## src/rtl/csa_resolver.sv

```systemverilog
`timescale 1ns/1ps
// Resolves a carry-save pair (sum + 2*carry) into binary, CHUNK bits per cycle; result N cycles after accept.
// No overlap: in_rdy only in IDLE, result held in DONE until out_rdy.
module csa_resolver #(
  parameter int P_SIZE = 16,
  parameter int CHUNK  = 4
) (
  input  logic              clk,
  input  logic              rst,
  input  logic              in_vld,
  output logic              in_rdy,
  input  logic [P_SIZE-1:0] sum_i,
  input  logic [P_SIZE-1:0] carry_i,
  output logic              out_vld,
  input  logic              out_rdy,
  output logic [P_SIZE-1:0] out_sum,
  output logic              out_ovf
);

  localparam int N  = P_SIZE / CHUNK;
  localparam int CW = (N > 1) ? $clog2(N) : 1;

  typedef enum logic [1:0] {IDLE, RUN, DONE} state_t;

  state_t            state_q, state_d;
  logic [P_SIZE-1:0] s_q, k_q, r_q, r_d;
  logic              kmsb_q, c_q;
  logic [CW-1:0]     cnt_q;
  logic              last, accept;
  logic [CHUNK-1:0]  a_chunk, b_chunk;
  logic [CHUNK:0]    chunk_sum;

  always_ff @(posedge clk or posedge rst) begin
    if (rst) state_q <= IDLE;
    else     state_q <= state_d;
  end

  always_comb begin
    state_d = state_q;
    in_rdy  = 1'b0;
    out_vld = 1'b0;
    accept  = 1'b0;
    unique case (state_q)
      IDLE: begin
        // rst gates in_rdy so nothing looks acceptable while reset is held
        in_rdy = ~rst;
        accept = in_vld & ~rst;
        if (accept) state_d = RUN;
      end
      RUN: begin
        if (last) state_d = DONE;
      end
      DONE: begin
        out_vld = 1'b1;
        if (out_rdy) state_d = IDLE;
      end
      default: state_d = IDLE;
    endcase
  end

  // One chunk of the carry-propagate add, selected by the chunk counter
  always_comb begin
    a_chunk = '0;
    b_chunk = '0;
    r_d     = r_q;
    last    = (int'(cnt_q) == N - 1);
    for (int i = 0; i < N; i++) begin
      if (int'(cnt_q) == i) begin
        a_chunk = s_q[i*CHUNK +: CHUNK];
        b_chunk = k_q[i*CHUNK +: CHUNK];
      end
    end
    chunk_sum = {1'b0, a_chunk} + {1'b0, b_chunk} + {{CHUNK{1'b0}}, c_q};
    for (int i = 0; i < N; i++) begin
      if (int'(cnt_q) == i) r_d[i*CHUNK +: CHUNK] = chunk_sum[CHUNK-1:0];
    end
  end

  always_ff @(posedge clk or posedge rst) begin
    if (rst) begin
      s_q     <= '0;
      k_q     <= '0;
      r_q     <= '0;
      kmsb_q  <= 1'b0;
      c_q     <= 1'b0;
      cnt_q   <= '0;
      out_sum <= '0;
      out_ovf <= 1'b0;
    end else if (accept) begin
      s_q    <= sum_i;
      k_q    <= {carry_i[P_SIZE-2:0], 1'b0};
      kmsb_q <= carry_i[P_SIZE-1];
      r_q    <= '0;
      c_q    <= 1'b0;
      cnt_q  <= '0;
    end else if (state_q == RUN) begin
      r_q   <= r_d;
      c_q   <= chunk_sum[CHUNK];
      cnt_q <= cnt_q + 1'b1;
      // Carry shifted out of the top of K is a weight-2^P_SIZE bit in its own right
      if (last) begin
        out_sum <= r_d;
        out_ovf <= chunk_sum[CHUNK] | kmsb_q;
      end
    end
  end

endmodule

```

## config.mk

```make
export PLATFORM = sky130hd
export DESIGN_NAME = csa_resolver
export DESIGN_NICKNAME = d
export VERILOG_FILES = /design/src/rtl/csa_resolver.sv
export SDC_FILE = /design/constraint.sdc
export NUM_CORES = 1
export LEC_CHECK = 0
export CAP_MARGIN = 30
export CORE_ASPECT_RATIO = 0.5
export CORE_MARGIN = 10
export CORE_UTILIZATION = 48
export CTS_CLUSTER_SIZE = 14
export DETAILED_ROUTE_END_ITERATION = 6
export PLACE_DENSITY = 0.83
export SETUP_SLACK_MARGIN = 0.05
export SYNTH_ARGS = -nofsm -noshare
export SYNTH_HDL_FRONTEND = slang
export SYNTH_SLANG_ARGS = --single-unit
```

## constraint.sdc

```tcl
create_clock -name clk -period 3.2 [get_ports clk]
set_input_delay 0.48 -clock clk [delete_from_list [all_inputs] [get_ports clk]]
set_output_delay 0.48 -clock clk [all_outputs]
set_load 0.1 [all_outputs]
```

### Word-level counts from Yosys, hierarchy flattened

Cells that the tools add are included.

* mux-type cells: 25
* $add $sub $neg: 3
* equal/unequal tests: 8
* reductions and logical operators: 5
* bitwise logic cells: 4

Operators with widths (count)
* $mux W4: 12
* $mux W16: 2
* $mux W2: 5
* $eq A2 B2 Y1 const B: 3
* $ne A2 B2 Y1 const B: 3
* $pmux W2 S3: 1
* $reduce_and A3 Y1: 2
* $add A4 B4 Y5: 1
* $add A5 B1 Y5: 1
* $mux W1: 5
* $eq A2 B1 Y1 const B: 2
* $logic_not A2 Y1: 2
* $add A2 B1 Y2 const B: 1
* $not A1 Y1: 2
* $reduce_bool A2 Y1: 1
* $and A1 B1 Y1: 1
* $or A1 B1 Y1: 1

* bits of input ports: 36
* flip-flop bits (word level): 70
* output and inout bits: 19
* logic and storage cells: 54

### Longest topological paths before layout

* word-level depth: 10
* mapped depth: 13
* depth with buffers taken out: 11

### Least setup slack after synthesis

No wires, ideal clock.

* path kind: reg-to-output
* start point: register state_q[1]
* end point: output in_rdy
* cell stages (with the launch flop): 3
* path buffers: 1
* data arrival time: 2.643 ns
* required time: 2.720 ns
* setup slack: 0.077 ns
* cells stage by stage: dfrtp_1 > clkbuf_2 > nor3_1

* word-level cells in the longest chain between the ends: 2

Ends and longest elaborated chain
* start: declaration: line 25 `state_t state_q, state_d;`
* start signal: assignment: line 35 `else state_q <= state_d;`
* $logic_not A2 Y1: line 43 `unique case (state_q)`
* $mux W1: line 43
* end: declaration: line 11 `output logic in_rdy,`

No other way between the ends.

### Worst setup path after layout

* start point: register cnt_q[0]
* end point: register out_sum[7]

* word-level cells in the longest chain between the ends: 8
* elaborated cells between the ends (all ways): 16
* classes of those cells: add/sub (2); eq/ne (3); mux (9); reduce/logical (2)

Ends and longest elaborated chain
* start: declaration: line 28 `logic [CW-1:0] cnt_q;`
* start signal: assignment: line 99 `cnt_q <= cnt_q + 1'b1;`
* $logic_not A2 Y1: line 68 `if (int'(cnt_q) == i) begin`
* $mux W4 (4 in a row): line 68
* $add A4 B4 Y5: line 73 `chunk_sum = {1'b0, a_chunk} + {1'b0, b_chunk} + {{CHUNK{1'b0}}, c_q};`
* $add A5 B1 Y5: line 73
* $mux W4: line 75 `if (int'(cnt_q) == i) r_d[i*CHUNK +: CHUNK] = chunk_sum[CHUNK-1:0];`
* end signal: assignment: line 102 `out_sum <= r_d;`
* end: declaration: line 16 `output logic [P_SIZE-1:0] out_sum,`

Several ways; a longest one is shown, not always the timed one.
A chain may end at the register's enable or synchronous reset.

==> impl_metrics.env <==
export IMPL_cpMostUsedCell="ha_1"
export IMPL_netlist_instances=346
export IMPL_wl_met1_um=3193
export IMPL_dieArea_um2=10760
export IMPL_clock_sinks=66
export IMPL_grt_pass1_vias=2669
export IMPL_route_detailed_drc=0
export IMPL_fmax_mhz=346.2
export IMPL_area_delta_synth_final_pct=23.34
export IMPL_hold_violations=0
export IMPL_vias=2561
export IMPL_rsz0062_at_grt="no"
export IMPL_n_antenna_cell=0
export IMPL_final_max_slew_viol_count=0
export IMPL_io_pins=55
export IMPL_ys_types=38
export IMPL_hp_class="reg -> reg"
export IMPL_netlist_area_um2=3286
export IMPL_nets=439
export IMPL_regArea_um2=1652
export IMPL_whs_ns=0.4708
export IMPL_timing_final_crit_share_pct=90.27
export IMPL_cp_num_buf_inv=2
export IMPL_route_met2_wl_um=3631
export IMPL_synth_nets=391
export IMPL_yosys_area_top_type="dfrtp_1"
export IMPL_dp_hpwl_um=5245
export IMPL_placementRows=21
export IMPL_grt_pass1_wl_um=12490
export IMPL_gp_congestion=0.8134
export IMPL_via_per_inst=5.216
export IMPL_top_layer="met4"
export IMPL_cts_made_buffers=9
export IMPL_critPathKind="reg -> reg"
export IMPL_clock_latency_ns=0.32
export IMPL_wl_um=7451
export IMPL_cts_reportedPaths_clkPinSlew_ns=0.05
export IMPL_critical_path_max_stage_delay_ns=0.55
export IMPL_setup_viol=0
export IMPL_fillCellCount=579
export IMPL_multiInputGateArea_um2=1399
export IMPL_die_w_um=137.0
export IMPL_arrival_ns=3.15
export IMPL_cap_violations=0
export IMPL_portBuffers=54
export IMPL_cp_max_fo=14
export IMPL_synth_seq_cells=66
export IMPL_avgRoutedWirePerCell_um=15.18
export IMPL_antenna_found_initial=0
export IMPL_layout_min_cycle_time_ns=2.889
export IMPL_postLayoutCoreUtil_pct=60.72
export IMPL_cts_tree="done"
export IMPL_firstDrtPassIters=4
export IMPL_synth_seq_area_share_pct=50.27
export IMPL_start_util_pct=49.23
export IMPL_ant_nets=0
export IMPL_setup_tns_ns=0
export IMPL_drt_initial_drc_count=147
export IMPL_syn_avg_cell_area_um2=9.496
export IMPL_critPathCaptureType="flop"
export IMPL_worst_path_max_delay_cell="or4_1"
export IMPL_worstPathRequired_ns=3.46
export IMPL_drive_gt1_share_pct=12.28
export IMPL_grt_max_degree=41
export IMPL_synth_top_area_share_pct=50.27
export IMPL_ctsHtreeMaxLevel=3
export IMPL_wl_met3_um=460
export IMPL_clockBufferDepth=2
export IMPL_cts_root_buffer="clkbuf_16"
export IMPL_path_cells="inv_1 > ha_1 > buf_4 > a21oi_1 > a22o_1 > ha_1 > and3b_1 > or4_1 > nand3_1"
export IMPL_cts_setup_buffers=0
export IMPL_final_cell_mix="104 x nand2_1, 66 x dfrtp_1, 35 x clkdlybuf4s50_1"
export IMPL_status="completed"
export IMPL_synthTopCellsByArea="dfrtp_1 50%, nand2_1 12%, o21ai_0 4.3%, a22o_1 3.2%, ha_1 2.7%"
export IMPL_core_um2=6674
export IMPL_synth_warnings=0
export IMPL_startpoint_type="flop"
export IMPL_max_slew_margin_pct=51.22
export IMPL_tightest_slew_ns=0.7307
export IMPL_grt_ovfl_total=0
export IMPL_fin_worst_skew_ns=0.006453
export IMPL_grtUsageTotal_pct=14.30
export IMPL_critPathTopFamily="simple AND/OR/NAND/NOR gates"
export IMPL_die_h_um=78.51
export IMPL_final_common_cell="nand2_1"
==> registers in the layout (all words and copies together), names as in the netlist <==
name and count:
out_sum 16, r_q 12, c_q 1, s_q 16, cnt_q 2, k_q 15
kmsb_q 1, state_q 2, out_ovf 1
==> synthesized netlist by cell type, drive strengths merged <==
master and instances:
a211oi 3, a21o 5, a21oi 17, a22o 12
a22oi 1, a31oi 1, and3b 5, buf 15
clkbuf 9, dfrtp 66, fa 2, ha 7
inv 17, mux2i 8, nand2 104, nand2b 2
nand3 9, nand3b 5, nor2 7, nor2b 3
nor3 2, nor4b 1, o2111ai 3, o21a 1
o21ai 29, o2bb2ai 3, o31ai 4, or4 3
or4b 1, xnor2 1
==> worst min-delay path: stages (launching register included) <==
cell and delay, ns:
dfrtp_1 0.33, nand2_1 0.05, nand2_1 0.05
==> layout make-up <==
cell class | count | area share [%]
sequential | 66 | 40.75
tap | 92 | 2.840
timing repair buffer | 61 | 13.77
inverter | 17 | 1.575
multi-input combinational | 239 | 34.52
clock inverter | 3 | 0.3705
clock buffer | 13 | 6.175
==> path summary, 6_finish.rpt <==
check,end,slack (ns),startpoint,cells after the start
max,out_sum[7],0.31,cnt_q[0],9
min,s_q[2],0.47,s_q[2],2
max reg2reg,out_sum[7],0.31,cnt_q[0],9
min reg2reg,s_q[2],0.47,s_q[2],2
max in group asynchronous,s_q[7],1.85,rst,3
min in group asynchronous,r_q[0],0.73,rst,2
==> what timing repair did <==
item / in CTS / in global routing
endpoints found under the setup margin: 0 / 1
hold buffers: 0 / 0
resized for setup: 0 / 1
==> stage by stage <==
stage / cell area [µm²] / setup slack (ns) / std cells
finish: 4053 / 0.3113 / 491
global placement: 3782 / 0.3598 / 475
CTS: 4048 / 0.2571 / 491
global route: 4053 / 0.1123 / 491
floorplan: 3286 / 0.07721 / 346
detailed placement: 3782 / 0.3578 / 475
==> per-layer routing <==
layer / vias up / track usage, %
li1: 1266 / -
met1: 1202 / 16.63
met2: 72 / 23.37
met3: 21 / 5.019
met4: 0 / 6.590
met5: - / 0
==> cell families after synthesis <==
group	after synthesis	synth area share, %
and+or+nand+nor	142	20.49
AOI/OAI and AO/OA	79	15.35
DFF	66	50.27
buffers and inverters	41	7.311
adders and majority gates	9	3.884
muxes	8	2.437
xor gates and xnor gates	1	0.2666
Power is left out: the tool's default activity adds up to more than one toggle a clock period on the data nets, which glitch-free logic cannot reach.
